## config.mk

```make
export PLATFORM = sky130hd
export DESIGN_NAME = spi_shift_engine_flat
export DESIGN_NICKNAME = d
export VERILOG_FILES = /design/src/rtl/spi_shift_engine_if.sv /design/src/rtl/spi_shift_engine.sv /design/src/flat_wrapper.sv
export SDC_FILE = /design/constraint.sdc
export NUM_CORES = 1
export LEC_CHECK = 0
export CORE_UTILIZATION = 40
export CTS_CLUSTER_SIZE = 24
export DETAILED_ROUTE_END_ITERATION = 7
export PLACE_DENSITY = 0.66
export SLEW_MARGIN = 20
export SYNTH_ARGS = -nofsm -noshare
export SYNTH_HDL_FRONTEND = slang
export SYNTH_SLANG_ARGS = --single-unit
```

## constraint.sdc

```tcl
create_clock -name clk -period 3.2 [get_ports clk]
set_input_delay 0.64 -clock clk [delete_from_list [all_inputs] [get_ports clk]]
set_output_delay 0.64 -clock clk [all_outputs]
set_load 0.01 [all_outputs]
```

## src/rtl/spi_shift_engine_if.sv

```systemverilog
// Signal bundle between the SPI register/FIFO wrapper (plus the pads) and
// the bit-level shift engine.
//
//   master modport : register block / pad side. Drives configuration, the
//                    TX FIFO head and the MISO pin; observes the engine.
//   slave  modport : the shift engine itself.
//
//   cs_v       chip-select values from the register block
//   dfv        SCK divider, half-period = dfv+1 clk cycles
//   tx_data    byte at the TX FIFO head
//   rx_data    last fully received byte
//   cpol       SCK idle level
//   cpha       0: sample on leading edge, 1: sample on trailing edge
//   msb_lsb    1: MSB first, 0: LSB first
//   tx_req     TX FIFO not empty
//   tx_req_ack one-cycle pulse: pop TX FIFO, push RX FIFO
//   spi_*      serial pins
interface spi_shift_engine_if #(
  parameter int cs_w = 8
);
  logic [cs_w-1:0] cs_v;
  logic [7:0]      dfv;
  logic [7:0]      tx_data;
  logic [7:0]      rx_data;
  logic            cpol;
  logic            cpha;
  logic            msb_lsb;
  logic            tx_req;
  logic            tx_req_ack;
  logic            spi_mosi;
  logic            spi_miso;
  logic            spi_sck;
  logic [cs_w-1:0] spi_cs;

  modport master (
    output cs_v, dfv, tx_data, cpol, cpha, msb_lsb, tx_req, spi_miso,
    input  rx_data, tx_req_ack, spi_mosi, spi_sck, spi_cs
  );

  modport slave (
    input  cs_v, dfv, tx_data, cpol, cpha, msb_lsb, tx_req, spi_miso,
    output rx_data, tx_req_ack, spi_mosi, spi_sck, spi_cs
  );
endinterface

```

## src/rtl/spi_shift_engine.sv

```systemverilog
// Bit-level SPI master serialiser. Takes one byte from the TX FIFO head per
// request, shifts it out on MOSI while shifting MISO in, then pulses
// tx_req_ack for one cycle with the received byte on rx_data.
// Supports CPOL/CPHA modes 0..3, MSB/LSB first and a programmable divider.
//
// Ports:
//   clk   clock
//   rstn  asynchronous active-low reset
//   bus   spi_shift_engine_if.slave (configuration, FIFO handshake, pins)
module spi_shift_engine #(
  parameter int cs_w = 8
) (
  input  logic                clk,
  input  logic                rstn,
  spi_shift_engine_if.slave   bus
);

  typedef enum logic [1:0] {IDLE, SHIFT, ACK} state_t;

  state_t      state;
  state_t      state_nxt;

  logic [7:0]  div_cnt;
  logic [3:0]  edge_cnt;
  logic [7:0]  tx_sh;
  logic [7:0]  rx_sh;
  logic [7:0]  rx_nxt;

  // Shadow copies captured in IDLE; the live inputs are ignored mid-byte.
  logic [7:0]  dfv_s;
  logic        cpol_s;
  logic        cpha_s;
  logic        msb_s;

  logic        sck_evt;
  logic        lead_evt;
  logic        trail_evt;
  logic        last_evt;
  logic        drive_evt;
  logic        samp_evt;

  function automatic logic head_bit(input logic [7:0] b, input logic msb_first);
    return msb_first ? b[7] : b[0];
  endfunction

  function automatic logic [7:0] shift_out(input logic [7:0] b, input logic msb_first);
    return msb_first ? {b[6:0], 1'b0} : {1'b0, b[7:1]};
  endfunction

  function automatic logic [7:0] shift_in(input logic [7:0] b, input logic msb_first,
                                          input logic bit_in);
    return msb_first ? {b[6:0], bit_in} : {bit_in, b[7:1]};
  endfunction

  // An SCK edge happens when the divider reaches the captured terminal
  // count; even edge numbers are leading edges, odd ones trailing.
  always_comb begin
    sck_evt   = (state == SHIFT) && (div_cnt == dfv_s);
    lead_evt  = sck_evt && !edge_cnt[0];
    trail_evt = sck_evt &&  edge_cnt[0];
    last_evt  = sck_evt && (edge_cnt == 4'd15);
    // CPHA=0 already presented bit 0 on entry, so it only advances on
    // trailing edges and must not shift past the final bit.
    drive_evt = cpha_s ? lead_evt : (trail_evt && !last_evt);
    samp_evt  = cpha_s ? trail_evt : lead_evt;
    rx_nxt    = samp_evt ? shift_in(rx_sh, msb_s, bus.spi_miso) : rx_sh;
  end

  always_comb begin
    state_nxt = state;
    case (state)
      IDLE:    if (bus.tx_req) state_nxt = SHIFT;
      SHIFT:   if (last_evt)   state_nxt = ACK;
      ACK:     state_nxt = IDLE;
      default: state_nxt = IDLE;
    endcase
  end

  always_ff @(posedge clk or negedge rstn) begin
    if (!rstn) state <= IDLE;
    else       state <= state_nxt;
  end

  always_ff @(posedge clk or negedge rstn) begin
    if (!rstn) begin
      div_cnt        <= '0;
      edge_cnt       <= '0;
      tx_sh          <= '0;
      rx_sh          <= '0;
      dfv_s          <= '0;
      cpol_s         <= 1'b0;
      cpha_s         <= 1'b0;
      msb_s          <= 1'b0;
      bus.spi_sck    <= 1'b0;
      bus.spi_mosi   <= 1'b0;
      bus.spi_cs     <= '1;
      bus.rx_data    <= '0;
      bus.tx_req_ack <= 1'b0;
    end else begin
      // Chip selects belong to software; the engine only retimes them.
      bus.spi_cs     <= bus.cs_v;
      bus.tx_req_ack <= last_evt;

      case (state)
        IDLE: begin
          bus.spi_sck  <= bus.cpol;
          bus.spi_mosi <= 1'b0;
          if (bus.tx_req) begin
            dfv_s    <= bus.dfv;
            cpol_s   <= bus.cpol;
            cpha_s   <= bus.cpha;
            msb_s    <= bus.msb_lsb;
            div_cnt  <= '0;
            edge_cnt <= '0;
            rx_sh    <= '0;
            if (bus.cpha) begin
              tx_sh <= bus.tx_data;
            end else begin
              bus.spi_mosi <= head_bit(bus.tx_data, bus.msb_lsb);
              tx_sh        <= shift_out(bus.tx_data, bus.msb_lsb);
            end
          end
        end

        SHIFT: begin
          rx_sh <= rx_nxt;
          if (sck_evt) begin
            div_cnt     <= '0;
            edge_cnt    <= edge_cnt + 4'd1;
            bus.spi_sck <= ~bus.spi_sck;
          end else begin
            div_cnt <= div_cnt + 8'd1;
          end
          if (drive_evt) begin
            bus.spi_mosi <= head_bit(tx_sh, msb_s);
            tx_sh        <= shift_out(tx_sh, msb_s);
          end
          // Publish the byte (including a sample taken on this very edge)
          // so it is valid alongside the acknowledge pulse.
          if (last_evt) begin
            bus.spi_mosi <= 1'b0;
            bus.rx_data  <= rx_nxt;
          end
        end

        ACK: begin
          bus.spi_mosi <= 1'b0;
        end

        default: begin
          bus.spi_mosi <= 1'b0;
        end
      endcase
    end
  end

endmodule

```

## src/flat_wrapper.sv

```systemverilog
// flat-port wrapper written by rule: the top's interface ports become plain ports
module spi_shift_engine_flat 
#(
  parameter int cs_w = 8
)
  (clk, rstn, bus_cs_v, bus_dfv, bus_tx_data, bus_cpol, bus_cpha, bus_msb_lsb, bus_tx_req, bus_spi_miso, bus_rx_data, bus_tx_req_ack, bus_spi_mosi, bus_spi_sck, bus_spi_cs);
  spi_shift_engine_if #(.cs_w(cs_w)) bus_i ();
  input  logic clk;
  input  logic rstn;
  input wire logic [$bits(bus_i.cs_v)-1:0] bus_cs_v;
  input wire logic [$bits(bus_i.dfv)-1:0] bus_dfv;
  input wire logic [$bits(bus_i.tx_data)-1:0] bus_tx_data;
  input wire logic [$bits(bus_i.cpol)-1:0] bus_cpol;
  input wire logic [$bits(bus_i.cpha)-1:0] bus_cpha;
  input wire logic [$bits(bus_i.msb_lsb)-1:0] bus_msb_lsb;
  input wire logic [$bits(bus_i.tx_req)-1:0] bus_tx_req;
  input wire logic [$bits(bus_i.spi_miso)-1:0] bus_spi_miso;
  output wire logic [$bits(bus_i.rx_data)-1:0] bus_rx_data;
  output wire logic [$bits(bus_i.tx_req_ack)-1:0] bus_tx_req_ack;
  output wire logic [$bits(bus_i.spi_mosi)-1:0] bus_spi_mosi;
  output wire logic [$bits(bus_i.spi_sck)-1:0] bus_spi_sck;
  output wire logic [$bits(bus_i.spi_cs)-1:0] bus_spi_cs;
  assign bus_i.cs_v = bus_cs_v;
  assign bus_i.dfv = bus_dfv;
  assign bus_i.tx_data = bus_tx_data;
  assign bus_i.cpol = bus_cpol;
  assign bus_i.cpha = bus_cpha;
  assign bus_i.msb_lsb = bus_msb_lsb;
  assign bus_i.tx_req = bus_tx_req;
  assign bus_i.spi_miso = bus_spi_miso;
  assign bus_rx_data = bus_i.rx_data;
  assign bus_tx_req_ack = bus_i.tx_req_ack;
  assign bus_spi_mosi = bus_i.spi_mosi;
  assign bus_spi_sck = bus_i.spi_sck;
  assign bus_spi_cs = bus_i.spi_cs;
  spi_shift_engine #(.cs_w(cs_w)) u_core (.clk(clk), .rstn(rstn), .bus(bus_i));
endmodule
```

==> results of run 1 <==
[registers in the layout (all words and copies together), names as in the netlist]
signal                 cells
u_core.bus.rx_data         8
u_core.bus.spi_cs          8
u_core.dfv_s               8
u_core.div_cnt             8
u_core.rx_sh               8
u_core.tx_sh               8
u_core.edge_cnt            4
u_core.state               2
u_core.bus.spi_mosi        1
u_core.bus.spi_sck         1
u_core.bus.tx_req_ack      1
u_core.cpha_s              1
u_core.msb_s               1
[logic make-up after synthesis]
family / after synthesis / share of synthesized area (%)
DFF: 59 / 50.99
adders and majority gates: 2 / 0.8582
muxes: 34 / 12.36
and+or+nand+nor: 116 / 17.25
AOI/OAI and AO/OA: 57 / 12.92
xor gates and xnor gates: 11 / 3.305
buffers and inverters: 16 / 2.317
[cell type report]
type / count / area (µm²) / share of cell area (%)
repair buffers: 56 / 540.5 / 14.58
clock inverters: 2 / 35.03 / 0.9453
well taps: 96 / 120.1 / 3.241
multi-input cells: 220 / 1361 / 36.73
flip-flops and latches: 59 / 1486 / 40.11
clock buffers: 14 / 162.7 / 4.389
[power groups by stage]
stage          Clock, mW  Combinational (mW)  Sequential [mW]
2_1_floorplan          0               0.772             1.21
3_3_place_gp           0               0.987             1.29
3_5_place_dp           0                1.01             1.30
4_1_cts            0.701                1.02             1.29
5_1_grt            0.735                1.15             1.33
6_report           0.685                1.01             1.29
[through the flow]
| stage | hold slack [ns] | total power [mW] | worst slack (ns) |
|---|---|---|---|
| after detailed placement | 0.4894 | 2.307 | 0.5266 |
| after global routing | 0.3448 | 3.217 | 0.7134 |
| after global placement | 0.4843 | 2.275 | 0.6112 |
| after floorplan | 0.3444 | 1.984 | 1.267 |
| final | 0.3111 | 2.984 | 0.8685 |
| after CTS | 0.5033 | 3.010 | 0.9038 |
[placed cells by master (no fill, tap or decap), types with 2 or more instances in the layout]
master	n
a21oi_1	11
a221o_1	7
a31oi_1	3
and3_1	3
buf_4	8
clkbuf_1	3
clkbuf_8	11
clkdlybuf4s50_1	48
dfrtp_1	51
dfstp_2	8
ha_1	2
mux2_2	16
mux2i_1	18
nand2_1	63
nand2b_1	3
nand3_1	9
nand4_1	2
nor2_1	24
nor2b_1	3
nor3_1	3
o21ai_0	15
o22ai_1	9
o2bb2ai_1	2
o31ai_1	3
or3_1	2
xnor2_1	9
xor2_1	2
[routing by layer]
| metal | global-route usage, % | up-vias | wire length (µm) |
|---|---|---|---|
| li1 | - | 1146 | - |
| met1 | 24.92 | 1096 | 3079 |
| met2 | 28.27 | 52 | 2887 |
| met3 | 3.981 | 13 | 225 |
| met4 | 11.33 | 0 | 165 |
| met5 | 0 | - | 0 |
[worst paths after layout]
| path | from | end | slack (ns) | cells past startpoint |
|---|---|---|---|---|
| min in group clk | u_core.dfv_s[5]$_DFFE_PN0P_ | u_core.dfv_s[5]$_DFFE_PN0P_ | 0.50 | 2 |
| worst max register to register | u_core.div_cnt[1]$_DFFE_PN0P_ | u_core.tx_sh[3]$_DFFE_PN0P_ | 0.95 | 5 |
| worst max-delay path | bus_tx_req | u_core.tx_sh[0]$_DFFE_PN0P_ | 0.87 | 5 |
| worst min-delay path | rstn | u_core.tx_sh[4]$_DFFE_PN0P_ | 0.31 | 1 |
| worst min register to register | u_core.dfv_s[5]$_DFFE_PN0P_ | u_core.dfv_s[5]$_DFFE_PN0P_ | 0.50 | 2 |
| max in group asynchronous | rstn | u_core.div_cnt[6]$_DFFE_PN0P_ | 2.28 | 2 |
==> results.ini, run 1 <==
[global_routing]
grt_max_degree = 46
grt_pass1_wl_um = 10810
antenna_found_initial = 0
grt_util_all_layers_pct = 18.82
overflow = 0
grt_pass1_vias = 2255

[critical_path]
critical_path_buf_inv_count = 1
crit_path_top_delay_cell = o21bai_1
criticalPathCategory = input pin to flip-flop
critical_path.top_delay_family = compound AO/OA/AOI/OAI gates
path_cells = clkdlybuf4s50_1 -> o21bai_1 -> nor2_1 -> a21oi_2 -> mux2_2
slowest_delay_ns = 0.56
critPathLaunchType = input pin
worst-endpoint-arrival_ns = 2.55
critPathMaxFanout = 9
end_kind = flip-flop
cp_data_required_time_ns = 3.42

[hold_path]
hp-class = input pin to async pin

[yosys]
synth_ff_type = dfrtp_1
yosysMostFrequentCell = nand2_1
synth_top_area_cell = dfrtp_1
async_reset_ff_share_pct = 100.0
ys_seq_area_share_pct = 50.99
synth_nets = 328
syn_inst = 295
synthesis.area_um2 = 2915
yosys_warnings = 0
post_synth.cell_area_avg_um2 = 9.882
yosysTopAreaCellShare_pct = 43.78
synthTopCellsByCount = nand2_1 (63), dfrtp_1 (51), nor2_1 (24)
synth_edf_count = 0
yosysUniqueCellTypes = 37
ys_ff_latch = 59
yosys-top-cells-area = dfrtp_1 (44%), nand2_1 (8.1%), dfstp_2 (7.2%), mux2i_1 (6.2%), mux2_2 (6.2%)

[drt]
drcViolationCount = 0
final_antenna_net_count = 0
vias = 2307
finalWirelength_um = 6358
wl_per_cell_um = 14.22
drt-pass1-iter-count = 4
via_per_inst = 5.161
first_iter_violations = 146

[cts]
cts-resized-gates = 0
tritoncts = yes
clk_pin_slew_worst_paths_ns = 0.07
cts_hold_buf = 0
clk_path_buf_depth = 2
cts_setup_buffers = 0
htree_levels = 3
cts.sinks = 59
clkLatencyLatePin_ns = 0.34
clockRootBuffer = clkbuf_8
numCtsBuffers = 9

[layout]
final_cells = 447
area_growth_pct = 27.12
drive_above_1_share_pct = 13.96
fillers = 685
layout.nets = 379
post-route-util_pct = 53.66
antenna_cells = 0
final_area_um2 = 3706

[outcome]
status = finished, final reports clean

[timing]
min_period_ns = 2.331
fin_crit_sh_pct = 72.86
worst_pin_slew_ns = 0.7595
fin_tns_setup_ns = 0
slew_headroom_pct = 48.98
fmax_mhz = 428.9
setup_violations = 0
hold_viol_final = 0
grt_setup_unrepaired = no
fin_skew_ns = 0.009611
slew_violations = 0

[power]
sequentialPowerShare_pct = 43.2
pwr-share-comb_pct = 33.9
ir_drop_mv = 0.4169
p_sw_mw = 1.037
p_int_mw = 1.947
swShare_pct = 34.75
pwr_density_cell_nw_per_um2 = 805.1
p_leak_nw = 1.608
pwr-share-clk_pct = 22.9

[die]
fp.dieH_um = 87.37
io_pins = 50
die-area_um2 = 7634
initial_core_util_pct = 42.21
rows = 30
fp.dieW_um = 87.37
core_um2 = 6907

[placed_design]
routabilityCongestion = 0.8137
dpl_cell_area_um2 = 3506
hpwl_um = 4275
dp_cells = 431
portBuffers = 49

[job]
cap_violations = 0

(Power assumes the default switching activity.)
==> inputs of run 2 (changes only) <==
Settings changed: PLACE_DENSITY 0.66 to 0.69.
Clock period 3.2 ns to 1.9 ns, I/O delays scaled along.
==> run 2 against run 1 <==
  * Clock power rose by 49%
  * Largest power group unchanged
  * Critical endpoint is now u_core.edge_cnt[3]$_DFFE_PN0P_
  * Die area did not move
  * Flip-flop and latch count did not move
  * Count of clock-buffer cells in the layout fell by 2
  * Clock skew fell by 0.0057 ns
  * Combinational power rose by 100%
  * Critical path type is now flip-flop to flip-flop
  * Cell area rose by 5.3%
  * Sequential share of layout area fell by 2.0 points
  * Non-clock buffer count rose by 27
==> results.ini, run 2 (synthesis results as in run 1) <==
[cts]
htree_levels = 3
cts_hold_buf = 0
clkLatencyLatePin_ns = 0.33
clk_path_buf_depth = 2
clk_pin_slew_worst_paths_ns = 0.06
numCtsBuffers = 9
cts.sinks = 59
clockRootBuffer = clkbuf_8
tritoncts = yes

[drt]
via_per_inst = 5.110
drt-pass1-iter-count = 4
vias = 2422
drcViolationCount = 0
finalWirelength_um = 6479
final_antenna_net_count = 0
first_iter_violations = 139
wl_per_cell_um = 13.67

[power]
swShare_pct = 35.09
p_leak_nw = 1.733
p_sw_mw = 1.797
pwr_density_cell_nw_per_um2 = 1312
pwr-share-clk_pct = 19.9
p_int_mw = 3.325
sequentialPowerShare_pct = 40.1
ir_drop_mv = 0.6308
pwr-share-comb_pct = 40.0

[critical_path]
worst-endpoint-arrival_ns = 2.07
startpoint = u_core.div_cnt[7]$_DFFE_PN0P_
r2r_slack_ns = 0.09
critPathLaunchType = flip-flop
r2r_start = u_core.div_cnt[7]$_DFFE_PN0P_
critPathMaxFanout = 4
slowest_delay_ns = 0.48
end_kind = flip-flop
critical_path_buf_inv_count = 0
criticalPathCategory = flip-flop to flip-flop
crit_path_top_delay_cell = or4_1
critical_path.top_delay_family = simple AND/OR/NAND/NOR gates
reg2reg_depth = 5
cp_data_required_time_ns = 2.16
path_cells = xnor2_1 -> nand4_1 -> or3_4 -> or4_1 -> a21oi_1
rr_endpoint = u_core.edge_cnt[3]$_DFFE_PN0P_

[die]
fp.dieH_um = 87.37
io_pins = 50
initial_core_util_pct = 42.21
die-area_um2 = 7634
fp.dieW_um = 87.37
core_um2 = 6907
rows = 30

[global_routing]
grt_pass1_vias = 2386
grt_util_all_layers_pct = 18.29
grt_pass1_wl_um = 10820
grt_max_degree = 34
overflow = 0
antenna_found_initial = 0

[placed_design]
routabilityCongestion = 0.7876
hpwl_um = 4668
portBuffers = 49
dpl_cell_area_um2 = 3686
pre_cts_slack_ns = -0.1703

[timing]
whs_ns = 0.04852
fin_skew_ns = 0.003909
slew_headroom_pct = 71.73
fin_ws_ns = 0.08682
setup_violations = 0
min_period_ns = 1.813
hold_viol_final = 0
fin_crit_sh_pct = 95.43
slew_violations = 0
fin_tns_setup_ns = 0
worst_pin_slew_ns = 0.4241
fmax_mhz = 551.5

[layout]
final_area_um2 = 3902
layout.nets = 406
regArea_um2 = 1486
antenna_cells = 0
multi_input_area_um2 = 1371
layout.cells.most_common_list = nand2_1 (63), dfrtp_1 (51), clkdlybuf4s50_1 (48)
fillers = 646
layout_commonest_cell = nand2_1
area_growth_pct = 33.86
drive_above_1_share_pct = 21.16

[hold_path]
hp-class = input pin to async pin

[job]
cap_violations = 0

[outcome]
status = finished, final reports clean

-- run 2: worst max-delay path by stage --
stage / slack [ns] / end / cells past startpoint
after floorplan: 0.03 / u_core.edge_cnt[3]$_DFFE_PN0P_ / 6
after global placement: -0.11 / u_core.tx_sh[0]$_DFFE_PN0P_ / 5
after detailed placement: -0.17 / u_core.tx_sh[0]$_DFFE_PN0P_ / 5
after CTS: 0.008 / u_core.tx_sh[5]$_DFFE_PN0P_ / 7
after global routing: -0.002 / u_core.edge_cnt[3]$_DFFE_PN0P_ / 5
final: 0.09 / u_core.edge_cnt[3]$_DFFE_PN0P_ / 5
-- run 2: metrics by stage --
stage,utilization [%],total power [mW],cells
global route,56.50,5.541,474
floorplan,-,3.341,295
finish,56.50,5.122,474
detailed placement,53.37,4.078,455
global placement,53.37,4.009,455
CTS,56.05,5.129,471
-- run 2: cell type report --
cell class / instances / area share, %
sequential: 59 / 38.09
timing repair buffer: 83 / 19.08
clock inverter: 4 / 0.6412
tap: 96 / 3.078
clock buffer: 12 / 3.976
multi-input combinational: 220 / 35.14
-- run 2: repair_timing --
item | 4_1_cts | 5_1_grt
endpoints found under the hold margin | 0 | 0
pin swaps | 0 | 6
buffers inserted | 0 | 3
setup endpoints to repair | 8 | 9
gates resized for setup | 1 | 2
-- run 2: routing by layer --
layer  track usage, %  up-vias  wire (µm)
met1            22.88     1165       2944
met5                0        -          0
li1                 -     1192          -
met2            31.53       58       3174
met3            5.592        7        305
met4            3.130        0         55
-- run 2: power groups by stage --
stage,clock network (mW),registers (mW),logic (mW)
finish,1.02,2.06,2.05
global route,1.12,2.11,2.31
CTS,1.05,2.06,2.02
detailed placement,0,2.08,2.00
global placement,0,2.05,1.96
floorplan,0,2.04,1.30
==> RTL change, RTL diff (config.mk and constraints of run 2) <==
`cs_w` is set to 8 in 3 places; all go to 12.
--- a/src/rtl/spi_shift_engine_if.sv
+++ b/src/rtl/spi_shift_engine_if.sv
@@ -16,7 +16,7 @@
 //   tx_req_ack one-cycle pulse: pop TX FIFO, push RX FIFO
 //   spi_*      serial pins
 interface spi_shift_engine_if #(
-  parameter int cs_w = 8
+  parameter int cs_w = 12
 );
   logic [cs_w-1:0] cs_v;
   logic [7:0]      dfv;
--- a/src/rtl/spi_shift_engine.sv
+++ b/src/rtl/spi_shift_engine.sv
@@ -8,7 +8,7 @@
 //   rstn  asynchronous active-low reset
 //   bus   spi_shift_engine_if.slave (configuration, FIFO handshake, pins)
 module spi_shift_engine #(
-  parameter int cs_w = 8
+  parameter int cs_w = 12
 ) (
   input  logic                clk,
   input  logic                rstn,
--- a/src/flat_wrapper.sv
+++ b/src/flat_wrapper.sv
@@ -1,7 +1,7 @@
 // flat-port wrapper written by rule: the top's interface ports become plain ports
 module spi_shift_engine_flat 
 #(
-  parameter int cs_w = 8
+  parameter int cs_w = 12
 )
   (clk, rstn, bus_cs_v, bus_dfv, bus_tx_data, bus_cpol, bus_cpha, bus_msb_lsb, bus_tx_req, bus_spi_miso, bus_rx_data, bus_tx_req_ack, bus_spi_mosi, bus_spi_sck, bus_spi_cs);
   spi_shift_engine_if #(.cs_w(cs_w)) bus_i ();
Interface: changed (resized bus_cs_v and bus_spi_cs); port bits go from 50 to 58. No check against the original RTL was run, so the function may have changed too.
==> RTL change against run 2 <==
  * The run now ends with hold timing left
  * Critical path depth up 2
  * Synthesized area up 3.6%
  * Sequential cell count up 4
  * Fmax up 0.39%
  * Design area up 4.2%
  * First-iteration DRC count down 14%
  * Synthesized cell count unchanged
  * Sequential share of layout area up 1.0 points
  * Wire length up 3.2%
  * Via count up 0.41%
  * Hold slack worse by 0.056 ns
  * Setup slack better by 0.0070 ns
  * Count of clock-buffer cells in the layout up 1
Power is not compared: it rests on default switching activity, and its combinational part moved more than twofold at a synthesized area within 25%.
==> RTL change: results (changes against run 2) <==
.. list-table::
   :header-rows: 1

   * - Metric
     - Value
   * - Endpoint of the worst setup timing path
     - u_core.bus.spi_mosi$_DFFE_PN0P_
   * - Fill count
     - 705 (+9.1%)
   * - Number of DRC markers after the initial detailed-route iteration
     - 120 (-14%)
   * - Area of placed instances
     - 3840 um2 (+4.2%)
   * - Clock skew after layout
     - 0.0111 ns (+0.00718 ns)
   * - Failing checks
     - hold timing
   * - Clock distribution area overhead in the final layout
     - 5.23% (+0.61 points)
   * - Fraction of area in multi-input gates
     - 33.4% (-1.7 points)
   * - Port bufs
     - 57 (+16%)
   * - Number of well taps
     - 99 (+3.1%)
   * - Post-route cell area
     - 4070 um2 (+4.2%)
   * - Cell count after placement
     - 460 (+1.1%)
   * - Result of the run
     - finished, violations left
   * - Compound-gate portion of the synthesized area
     - 11.7% (-1.2 points)
   * - Critical Path Fanout Max
     - 6 (+2)
   * - CP max stage cell
     - dfrtp_1
   * - Final Hold Violating Endpoints
     - 8 (+8)
   * - DRT met1 WL
     - 3030 um (+3.1%)
   * - Count of multi-input gates
     - 217 (-1.4%)
   * - Multiplexer share of the synthesized area
     - 10.4% (-2.0 points)
   * - Number of clock buffers in the layout
     - 13 (+1)
   * - Post-synthesis area per instance
     - 10.2 um2 (+3.6%)
   * - Via count of the first global-routing pass
     - 2482 (+4.0%)
   * - Share of layout cells above drive strength 1
     - 20.6% (-0.53 points)
   * - Met2 layer wire length in the routed design
     - 3220 um (+1.5%)
   * - Hold slack
     - -0.00761 ns (-0.0561 ns)
   * - Adder and majority cell fraction of the synthesized area
     - 0.829% (-0.030 points)
RTL change: cell count changes after synthesis, sizes merged, moves of 5 or more:
cell	change
xor2	+10
a221o	-6
buf	+5
xnor2	-6
nand2	-12
o21ai	+5
mux2i	-7
clkbuf	-6
RTL change: worst register-to-register path, cell delays in order, from the launching register on:
cell and delay, ns:
dfrtp_1 0.37, nand2b_1 0.21, nor4_4 0.32, buf_4 0.19, and3_1 0.18, buf_4 0.15
o21ai_2 0.05, a211oi_1 0.23
RTL change: timing repair:
item | in CTS | in global routing
pin swaps | 0 | 2
hold buffers | 0 | 0
gates cloned | 0 | 0
endpoints found under the setup margin | 1 | 3
hold endpoints to repair | 0 | 0
gates resized for setup | 1 | 0
buffers inserted | 0 | 1
RTL change: power by group:
group	switching [W]	leakage, nW	internal [W]	total [W]
sequential	0.00000412	0.748	0.00136	0.00137
combinational	0.0000714	0.976	0.000113	0.000185
clock	0.000545	0.106	0.000669	0.00121
total	0.000620	1.83	0.00215	0.00277
